<file path="config.mk">
export PLATFORM = sky130hd
export DESIGN_NAME = cronometro_param_flat
export DESIGN_NICKNAME = d
export VERILOG_FILES = /design/src/rtl/cronometro_param_if.sv /design/src/rtl/cronometro_param.sv /design/src/flat_wrapper.sv
export SDC_FILE = /design/constraint.sdc
export NUM_CORES = 1
export LEC_CHECK = 0
export ABC_AREA = 1
export CAP_MARGIN = 20
export CORE_MARGIN = 2
export CORE_UTILIZATION = 45
export DETAILED_ROUTE_END_ITERATION = 10
export GPL_ROUTABILITY_DRIVEN = 0
export PLACE_DENSITY = 0.67
export SLEW_MARGIN = 20
export SYNTH_ARGS = -nofsm -noshare
export SYNTH_HDL_FRONTEND = slang
export SYNTH_SLANG_ARGS = --single-unit
</file>
<file path="constraint.sdc">
create_clock -name clk_100Hz -period 5.5 [get_ports clk_100Hz]
set_input_delay 1.1 -clock clk_100Hz [delete_from_list [all_inputs] [get_ports clk_100Hz]]
set_output_delay 1.1 -clock clk_100Hz [all_outputs]
set_load 0.01 [all_outputs]
</file>
<file path="src/rtl/cronometro_param_if.sv">
// Stopwatch control/display bundle: button and preset inputs toward the
// counter, displayed time and status flags back out.
interface cronometro_param_if #(
  parameter int CS_W = 7,
  parameter int HR_W = 5
);
  logic            start_stop;
  logic            clear;
  logic            direction;
  logic            load;
  logic [CS_W-1:0] load_cs;
  logic [5:0]      load_sec;
  logic [5:0]      load_min;
  logic [HR_W-1:0] load_hr;
  logic            lap;

  logic [CS_W-1:0] centisec;
  logic [5:0]      sec;
  logic [5:0]      min;
  logic [HR_W-1:0] hr;
  logic            running;
  logic            lap_active;
  logic            done;
  logic            overflow;

  modport master (
    output start_stop, clear, direction, load,
    output load_cs, load_sec, load_min, load_hr, lap,
    input  centisec, sec, min, hr,
    input  running, lap_active, done, overflow
  );

  modport slave (
    input  start_stop, clear, direction, load,
    input  load_cs, load_sec, load_min, load_hr, lap,
    output centisec, sec, min, hr,
    output running, lap_active, done, overflow
  );
endinterface

</file>
<file path="src/rtl/cronometro_param.sv">
// Parametrised up/down stopwatch / countdown timer clocked by the 100 Hz tick.
// Live count cascades centisec -> sec -> min -> hr; a lap snapshot can freeze
// the display while the live count keeps advancing.
module cronometro_param #(
  parameter int CS_MOD    = 100,
  parameter int CS_W      = 7,
  parameter int HR_MOD    = 24,
  parameter int HR_W      = 5,
  parameter int WRAP_DOWN = 0
) (
  input  logic             clk_100Hz,
  input  logic             rst_n,
  cronometro_param_if.slave bus
);

  localparam logic [CS_W-1:0] CS_MAX = CS_W'(CS_MOD - 1);
  localparam logic [CS_W-1:0] CS_ONE = CS_W'(1);
  localparam logic [5:0]      SM_MAX = 6'd59;
  localparam logic [5:0]      SM_ONE = 6'd1;
  localparam logic [HR_W-1:0] HR_MAX = HR_W'(HR_MOD - 1);
  localparam logic [HR_W-1:0] HR_ONE = HR_W'(1);

  // Presets saturate at the field terminal value so stored counts stay in range
  function automatic logic [CS_W-1:0] clamp_cs(input logic [CS_W-1:0] v);
    return (v > CS_MAX) ? CS_MAX : v;
  endfunction

  function automatic logic [5:0] clamp_sm(input logic [5:0] v);
    return (v > SM_MAX) ? SM_MAX : v;
  endfunction

  function automatic logic [HR_W-1:0] clamp_hr(input logic [HR_W-1:0] v);
    return (v > HR_MAX) ? HR_MAX : v;
  endfunction

  logic            start_stop_p0, lap_p0;
  logic [CS_W-1:0] cs_q, snap_cs_q, cs_n, snap_cs_n;
  logic [5:0]      sec_q, snap_sec_q, sec_n, snap_sec_n;
  logic [5:0]      min_q, snap_min_q, min_n, snap_min_n;
  logic [HR_W-1:0] hr_q, snap_hr_q, hr_n, snap_hr_n;
  logic            running_q, lap_active_q, done_q, overflow_q;
  logic            running_n, lap_active_n, done_n, overflow_n;

  logic            ss_edge, lap_edge;
  logic            cs_top, sec_top, min_top, hr_top;
  logic            cs_bot, sec_bot, min_bot, hr_bot;
  logic            live_max, live_zero, hold_zero, dec_zero;
  logic [CS_W-1:0] cs_inc, cs_dec;
  logic [5:0]      sec_inc, sec_dec, min_inc, min_dec;
  logic [HR_W-1:0] hr_inc, hr_dec;

  assign ss_edge  = bus.start_stop & ~start_stop_p0;
  assign lap_edge = bus.lap & ~lap_p0;

  assign cs_top  = (cs_q  == CS_MAX);
  assign sec_top = (sec_q == SM_MAX);
  assign min_top = (min_q == SM_MAX);
  assign hr_top  = (hr_q  == HR_MAX);
  assign cs_bot  = (cs_q  == '0);
  assign sec_bot = (sec_q == '0);
  assign min_bot = (min_q == '0);
  assign hr_bot  = (hr_q  == '0);

  assign live_max  = cs_top & sec_top & min_top & hr_top;
  assign live_zero = cs_bot & sec_bot & min_bot & hr_bot;

  // Cascaded increment: each field advances only when all lower fields wrap
  assign cs_inc  = cs_top ? '0 : cs_q + CS_ONE;
  assign sec_inc = cs_top ? (sec_top ? '0 : sec_q + SM_ONE) : sec_q;
  assign min_inc = (cs_top & sec_top) ? (min_top ? '0 : min_q + SM_ONE) : min_q;
  assign hr_inc  = (cs_top & sec_top & min_top) ? (hr_top ? '0 : hr_q + HR_ONE) : hr_q;

  // Cascaded decrement: each field borrows only when all lower fields are zero
  assign cs_dec  = cs_bot ? CS_MAX : cs_q - CS_ONE;
  assign sec_dec = cs_bot ? (sec_bot ? SM_MAX : sec_q - SM_ONE) : sec_q;
  assign min_dec = (cs_bot & sec_bot) ? (min_bot ? SM_MAX : min_q - SM_ONE) : min_q;
  assign hr_dec  = (cs_bot & sec_bot & min_bot) ? (hr_bot ? HR_MAX : hr_q - HR_ONE) : hr_q;

  assign dec_zero = (cs_dec == '0) && (sec_dec == '0) && (min_dec == '0) && (hr_dec == '0);

  // A stopped countdown sitting at zero cannot be restarted (it would finish at once)
  assign hold_zero = ~running_q & bus.direction & (WRAP_DOWN == 0) & live_zero;

  // Next-state: clear beats load beats counting; lap is handled alongside load/count
  always_comb begin
    cs_n         = cs_q;
    sec_n        = sec_q;
    min_n        = min_q;
    hr_n         = hr_q;
    snap_cs_n    = snap_cs_q;
    snap_sec_n   = snap_sec_q;
    snap_min_n   = snap_min_q;
    snap_hr_n    = snap_hr_q;
    running_n    = running_q;
    lap_active_n = lap_active_q;
    done_n       = 1'b0;
    overflow_n   = 1'b0;

    if (bus.clear) begin
      cs_n         = '0;
      sec_n        = '0;
      min_n        = '0;
      hr_n         = '0;
      snap_cs_n    = '0;
      snap_sec_n   = '0;
      snap_min_n   = '0;
      snap_hr_n    = '0;
      running_n    = 1'b0;
      lap_active_n = 1'b0;
    end else begin
      if (lap_edge) begin
        if (!lap_active_q) begin
          snap_cs_n    = cs_q;
          snap_sec_n   = sec_q;
          snap_min_n   = min_q;
          snap_hr_n    = hr_q;
          lap_active_n = 1'b1;
        end else begin
          lap_active_n = 1'b0;
        end
      end

      if (bus.load) begin
        cs_n  = clamp_cs(bus.load_cs);
        sec_n = clamp_sm(bus.load_sec);
        min_n = clamp_sm(bus.load_min);
        hr_n  = clamp_hr(bus.load_hr);
        if (ss_edge) running_n = ~running_q;
      end else begin
        if (ss_edge && !hold_zero) running_n = ~running_q;
        if (running_q) begin
          if (!bus.direction) begin
            cs_n       = cs_inc;
            sec_n      = sec_inc;
            min_n      = min_inc;
            hr_n       = hr_inc;
            overflow_n = live_max;
          end else if (live_zero) begin
            if (WRAP_DOWN != 0) begin
              cs_n       = CS_MAX;
              sec_n      = SM_MAX;
              min_n      = SM_MAX;
              hr_n       = HR_MAX;
              overflow_n = 1'b1;
            end else begin
              running_n = 1'b0;
              done_n    = 1'b1;
            end
          end else begin
            cs_n  = cs_dec;
            sec_n = sec_dec;
            min_n = min_dec;
            hr_n  = hr_dec;
            if ((WRAP_DOWN == 0) && dec_zero) begin
              running_n = 1'b0;
              done_n    = 1'b1;
            end
          end
        end
      end
    end
  end

  // Button history for rising-edge detection, updated every tick
  always_ff @(posedge clk_100Hz or negedge rst_n) begin
    if (!rst_n) begin
      start_stop_p0 <= 1'b0;
      lap_p0        <= 1'b0;
    end else begin
      start_stop_p0 <= bus.start_stop;
      lap_p0        <= bus.lap;
    end
  end

  // Live count, lap snapshot and status flags
  always_ff @(posedge clk_100Hz or negedge rst_n) begin
    if (!rst_n) begin
      cs_q         <= '0;
      sec_q        <= '0;
      min_q        <= '0;
      hr_q         <= '0;
      snap_cs_q    <= '0;
      snap_sec_q   <= '0;
      snap_min_q   <= '0;
      snap_hr_q    <= '0;
      running_q    <= 1'b0;
      lap_active_q <= 1'b0;
      done_q       <= 1'b0;
      overflow_q   <= 1'b0;
    end else begin
      cs_q         <= cs_n;
      sec_q        <= sec_n;
      min_q        <= min_n;
      hr_q         <= hr_n;
      snap_cs_q    <= snap_cs_n;
      snap_sec_q   <= snap_sec_n;
      snap_min_q   <= snap_min_n;
      snap_hr_q    <= snap_hr_n;
      running_q    <= running_n;
      lap_active_q <= lap_active_n;
      done_q       <= done_n;
      overflow_q   <= overflow_n;
    end
  end

  assign bus.centisec   = lap_active_q ? snap_cs_q  : cs_q;
  assign bus.sec        = lap_active_q ? snap_sec_q : sec_q;
  assign bus.min        = lap_active_q ? snap_min_q : min_q;
  assign bus.hr         = lap_active_q ? snap_hr_q  : hr_q;
  assign bus.running    = running_q;
  assign bus.lap_active = lap_active_q;
  assign bus.done       = done_q;
  assign bus.overflow   = overflow_q;

endmodule

</file>
<file path="src/flat_wrapper.sv">
// flat-port wrapper written by rule: the top's interface ports become plain ports
module cronometro_param_flat 
#(
  parameter int CS_MOD    = 100,
  parameter int CS_W      = 7,
  parameter int HR_MOD    = 24,
  parameter int HR_W      = 5,
  parameter int WRAP_DOWN = 0
)
  (clk_100Hz, rst_n, bus_start_stop, bus_clear, bus_direction, bus_load, bus_load_cs, bus_load_sec, bus_load_min, bus_load_hr, bus_lap, bus_centisec, bus_sec, bus_min, bus_hr, bus_running, bus_lap_active, bus_done, bus_overflow);
  cronometro_param_if #(.CS_W(CS_W), .HR_W(HR_W)) bus_i ();
  input  logic clk_100Hz;
  input  logic rst_n;
  input wire logic [$bits(bus_i.start_stop)-1:0] bus_start_stop;
  input wire logic [$bits(bus_i.clear)-1:0] bus_clear;
  input wire logic [$bits(bus_i.direction)-1:0] bus_direction;
  input wire logic [$bits(bus_i.load)-1:0] bus_load;
  input wire logic [$bits(bus_i.load_cs)-1:0] bus_load_cs;
  input wire logic [$bits(bus_i.load_sec)-1:0] bus_load_sec;
  input wire logic [$bits(bus_i.load_min)-1:0] bus_load_min;
  input wire logic [$bits(bus_i.load_hr)-1:0] bus_load_hr;
  input wire logic [$bits(bus_i.lap)-1:0] bus_lap;
  output wire logic [$bits(bus_i.centisec)-1:0] bus_centisec;
  output wire logic [$bits(bus_i.sec)-1:0] bus_sec;
  output wire logic [$bits(bus_i.min)-1:0] bus_min;
  output wire logic [$bits(bus_i.hr)-1:0] bus_hr;
  output wire logic [$bits(bus_i.running)-1:0] bus_running;
  output wire logic [$bits(bus_i.lap_active)-1:0] bus_lap_active;
  output wire logic [$bits(bus_i.done)-1:0] bus_done;
  output wire logic [$bits(bus_i.overflow)-1:0] bus_overflow;
  assign bus_i.start_stop = bus_start_stop;
  assign bus_i.clear = bus_clear;
  assign bus_i.direction = bus_direction;
  assign bus_i.load = bus_load;
  assign bus_i.load_cs = bus_load_cs;
  assign bus_i.load_sec = bus_load_sec;
  assign bus_i.load_min = bus_load_min;
  assign bus_i.load_hr = bus_load_hr;
  assign bus_i.lap = bus_lap;
  assign bus_centisec = bus_i.centisec;
  assign bus_sec = bus_i.sec;
  assign bus_min = bus_i.min;
  assign bus_hr = bus_i.hr;
  assign bus_running = bus_i.running;
  assign bus_lap_active = bus_i.lap_active;
  assign bus_done = bus_i.done;
  assign bus_overflow = bus_i.overflow;
  cronometro_param #(.CS_MOD(CS_MOD), .CS_W(CS_W), .HR_MOD(HR_MOD), .HR_W(HR_W), .WRAP_DOWN(WRAP_DOWN)) u_core (.clk_100Hz(clk_100Hz), .rst_n(rst_n), .bus(bus_i));
endmodule
</file>
=== Word level (Yosys, flattened, before mapping) ===
Index checks and enable logic that the tools add are counted.
Widths: inputs -> output; s select.

* Bits in registers: 54
* Word-level logic and storage cells: 138
* Output and inout bits: 28

* Bitwise operators: 13
* Magnitude comparators: 4
* Muxes and demuxes: 71
* Equality and inequality tests: 6
* $add $sub $neg: 8
* Reduce and logical (&&, ||, !) cells: 22

{| class="wikitable"
|+ Operators with widths
! operator !! count
|-
| $mux 6 || 26
|-
| $mux 7 || 11
|-
| $mux 5 || 13
|-
| $logic_not 6->1 || 4
|-
| $mux 1 || 21
|-
| $logic_not 7->1 || 2
|-
| $add 6x1->6 const B || 2
|-
| $eq 6x6->1 const B || 2
|-
| $gt 6x6->1 const B || 2
|-
| $reduce_bool 4->1 || 3
|-
| $sub 6x1->6 const B || 2
|-
| $and 1x1->1 || 10
|-
| $logic_not 5->1 || 2
|-
| $reduce_and 3->1 || 3
|-
| $add 7x1->7 const B || 1
|-
| $eq 7x7->1 const B || 1
|-
| $gt 7x7->1 const B || 1
|-
| $sub 7x1->7 const B || 1
|-
| $add 5x1->5 const B || 1
|-
| $eq 5x5->1 const B || 1
|-
| $gt 5x5->1 const B || 1
|-
| $sub 5x1->5 const B || 1
|-
| $logic_and 1x1->1 || 4
|-
| $ne 4x4->1 const B || 1
|-
| other kinds (6) || 8
|}

=== Logic depth before layout (Yosys ltp) ===
* Word-level depth: 14
* Gate-level depth with buffers: 19
* Mapped depth without buffers: 19

=== Least setup slack after synthesis ===
No wires, ideal clock.

* Path type: input to register
* Start point: in bus_clear
* End point: reg u_core.min_q[4]
* Arrival time: 2.321 ns
* Stages on the path: 9
* Setup slack: 3.051 ns
* Buffers on the path: 1
* Path through: buf_2 nor2_2 inv_1 nor2_1 inv_1 o21ai_2 inv_2 o2111ai_1 o21ai_1

* Word-level cells in the longest chain between the ends: 2
* Elaborated cells on any way between the ends: 5
* Classes of those cells: eq/ne: 1; mux: 1; reduce/logical: 3

{| class="wikitable"
|+ RTL lines
! item !! RTL line !! RTL
|-
| start: declaration || flat_wrapper.sv:15 || <nowiki>input wire logic [$bits(bus_i.clear)-1:0] bus_clear;</nowiki>
|-
| $ne 4x4->1 (no line), or another cell as far along || n/a ||
|-
| $reduce_and 3->1 (no line) || n/a ||
|-
| end signal: assignment || cronometro_param.sv:193 || <nowiki>min_q <= min_n;</nowiki>
|-
| end: declaration || cronometro_param.sv:39 || <nowiki>logic [5:0] min_q, snap_min_q, min_n, snap_min_n;</nowiki>
|}

Several ways; a longest one is shown, not always the timed one.
A chain may end at the register's enable or synchronous reset.

=== Worst setup path in the final report ===
* Start point: in bus_direction
* End point: reg u_core.cs_q[6]

* Word-level cells in the longest chain between the ends: 4
* Elaborated cells on any way between the ends: 6
* Classes of those cells: eq/ne: 1; mux: 4; reduce/logical: 1

{| class="wikitable"
|+ RTL lines
! item !! RTL line !! RTL
|-
| start: declaration || flat_wrapper.sv:16 || <nowiki>input wire logic [$bits(bus_i.direction)-1:0] bus_direction;</nowiki>
|-
| $mux 7 || cronometro_param.sv:132 || <nowiki>if (!bus.direction) begin</nowiki>
|-
| $mux 7 || cronometro_param.sv:131 || <nowiki>if (running_q) begin</nowiki>
|-
| $mux 7 || cronometro_param.sv:123 || <nowiki>if (bus.load) begin</nowiki>
|-
| $mux 7 || cronometro_param.sv:99 || <nowiki>if (bus.clear) begin</nowiki>
|-
| end signal: assignment || cronometro_param.sv:191 || <nowiki>cs_q <= cs_n;</nowiki>
|-
| end: declaration || cronometro_param.sv:37 || <nowiki>logic [CS_W-1:0] cs_q, snap_cs_q, cs_n, snap_cs_n;</nowiki>
|}

Several ways; a longest one is shown, not always the timed one. The select of a mux whose other input is x is not followed.

==> results.cfg <==
[outcome]
status = finished clean

[floorplanning]
initial_core_util_pct = 46.51
pin_count = 59
core_area_mm2 = 0.009240
rows = 35
die_y_um = 101.7
die_area_mm2 = 0.01035
die_x_um = 101.7

[finish]
multi_input_area_mm2 = 0.002501
antennaDiodeCount = 0
layout-drive-gt1-share_pct = 5.531
final_cells = 816
n_fill_cell = 887
seqCellArea_mm2 = 0.001351
fin_nets = 728
area_growth_pct = 17.64

[logic_synthesis]
ys.flop_type = dfrtp_1
synth_top_area_share_pct = 31.44
async_reset_ff_share_pct = 100.0
syn_avg_cell_area_um2 = 6.705
synth_top_area_cell = dfrtp_1
synth.most_common_cell = nand2_1
synth-seq-cells = 54
synth-edff-count = 0
syn_area_mm2 = 0.004298
ys_seq_area_share_pct = 31.44
ys_types = 46
ys_top_cells_by_count = nand2_1, o21ai_0, inv_1, nand3_1, nor2_1
synthesis.instances = 641
yosys-top-cells-area = dfrtp_1, nand2_1, o21ai_0
syn-num-nets = 683
ys.warnings.count = 0

[worst_setup_path]
worst-r2r-setup-slack_ns = 2.68
critPathLaunchType = primary input
path_max_fanout = 16
timing.rr.start = u_core.cs_q[0]$_DFFE_PN0P_
reg2reg_depth = 13
required_ns = 5.71
end_kind = flop
cp.arrival_ns = 3.42
r2r_end = u_core.min_q[4]$_DFFE_PN0P_
critical_path_class = primary input to flop

[worst_hold_path]
hold_class = flop to flop
holdPathStages = 2
hold_end = u_core.snap_min_q[5]$_DFFE_PN0P_
hp-start = u_core.snap_min_q[5]$_DFFE_PN0P_

[power]
vdd_drop_max_mv = 0.1351
p_total_mw = 1.257
leakage_nw = 2.132
power_density_mw_per_mm2 = 248.6

[sta]
fin_crit_sh_pct = 58.48
fin_skew_ns = 0.01275
finalSetupViolCount = 0
fmax_mhz = 310.9
timing.final.ws_setup_ns = 2.283
min_period_ns = 3.217
fin_tns_setup_ns = 0
hold_violations = 0
rsz0062_at_grt = no
worst_pin_slew_ns = 0.8967
whs_ns = 0.5437
slew_headroom_pct = 40.15
slew_viol_final = 0

[clock_network]
cts_hold_buffers = 0
clock_sinks = 54
path_clk_slew_ns = 0.11
cts_setup_buffers = 0
post_cts_resized = 0
root_buffer = clkbuf_8
htree_levels = 2
cts_buffer_depth = 2
cts_tree = yes
cts-buffers-inserted = 5
clkLatencyLatePin_ns = 0.32

[routing]
ant_nets = 0
wl_per_cell_um = 16.34
drc = 0
drt-pass1-iter-count = 6
vias = 4657
wirelength_um = 13330
avgViaCountPerCell = 5.707
first_iter_violations = 392

[placed_design]
dp.cells = 808
pre_cts_ws_ns = 2.027
io_buffer_count = 58
dpl.hpwl_um = 9621

[global_route]
overflow = 0
grt_pass1_wl_um = 21450
grtUsageTotal_pct = 26.24
grt_max_degree = 55
grt_pass1_vias = 4212
grt_antenna_before_repair = 0

[flow_run]
maxCapViolCount = 0
registers in the layout, summed over array words and instances (netlist names):
name	cells
u_core.start_stop_p0	1
u_core.bus.done	1
u_core.bus.running	1
u_core.snap_min_q	6
u_core.bus.overflow	1
u_core.sec_q	6
u_core.hr_q	5
u_core.snap_hr_q	5
u_core.lap_p0	1
u_core.snap_sec_q	6
u_core.min_q	6
u_core.snap_cs_q	7
u_core.cs_q	7
u_core.bus.lap_active	1
cell type report:
cell class / instances / area share (%)
clock inverter: 2 / 0.7424
multi-input combinational: 478 / 49.47
timing repair buffer: 64 / 12.27
tap: 129 / 3.192
inverter: 83 / 6.162
clock buffer: 6 / 1.435
sequential: 54 / 26.73
stage by stage:
stage	cell area [um^2]	util (%)
2_1_floorplan	4298	-
3_3_place_gp	4946	53.53
3_5_place_dp	4946	53.53
4_1_cts	5056	54.72
5_1_grt	5056	54.72
6_report	5056	54.72
where the power goes:
part	switching, mW	total, mW	internal (mW)
combinational	0.304	0.486	0.182
sequential	0.0557	0.485	0.429
clock	0.149	0.286	0.136
layout by cell type, fill, tap and decap left out, drive strengths merged, types with 5 or more instances in the layout:
| cell | netlist | routed |
|---|---|---|
| nand2 | 133 | 133 |
| o21ai | 96 | 96 |
| inv | 81 | 81 |
| nand3 | 72 | 72 |
| nor2 | 69 | 69 |
| clkdlybuf4s50 | 0 | 57 |
| dfrtp | 54 | 54 |
| a21oi | 25 | 25 |
| ha | 11 | 11 |
| nand4 | 10 | 10 |
| nor3 | 10 | 10 |
| a31oi | 9 | 9 |
| o2111ai | 7 | 7 |
| buf | 7 | 7 |
| xor2 | 6 | 6 |
| clkbuf | 19 | 6 |
| o211ai | 5 | 5 |
| o41ai | 5 | 5 |
worst max-delay path: stages:
cell             delay (ns)
clkdlybuf4s50_1        0.67
inv_1                  0.07
nor2_1                 0.55
inv_1                  0.50
o21ai_0                0.32
a211oi_1               0.07
nand2_1                0.06
o21ai_0                0.08
logic make-up after synthesis:
family	count (synthesis)	share of synthesized area (%)
and+or+nand+nor	303	32.69
AOI/OAI and AO/OA	157	20.87
buffers and inverters	109	10.36
DFF	54	31.44
adders and majority gates	11	3.202
xor gates and xnor gates	7	1.427
worst max-delay path by stage:
stage	startpoint	end	slack, ns	depth (start not counted)
floorplan	bus_clear	u_core.min_q[4]$_DFFE_PN0P_	3.05	9
global placement	bus_direction	u_core.cs_q[6]$_DFFE_PN0P_	1.99	8
detailed placement	bus_direction	u_core.cs_q[6]$_DFFE_PN0P_	2.03	8
CTS	bus_direction	u_core.cs_q[6]$_DFFE_PN0P_	2.37	8
global route	bus_clear	u_core.snap_sec_q[3]$_DFFE_PN0P_	2.20	5
finish	bus_direction	u_core.cs_q[6]$_DFFE_PN0P_	2.28	8
routing by layer:
layer,part of all wire (%),global-route usage [%]
met4,2.0,7.692
met3,8.6,4.141
met1,45,38.08
met5,0,0
met2,45,40.33
Note: power is estimated with default switching activity, not from simulation.
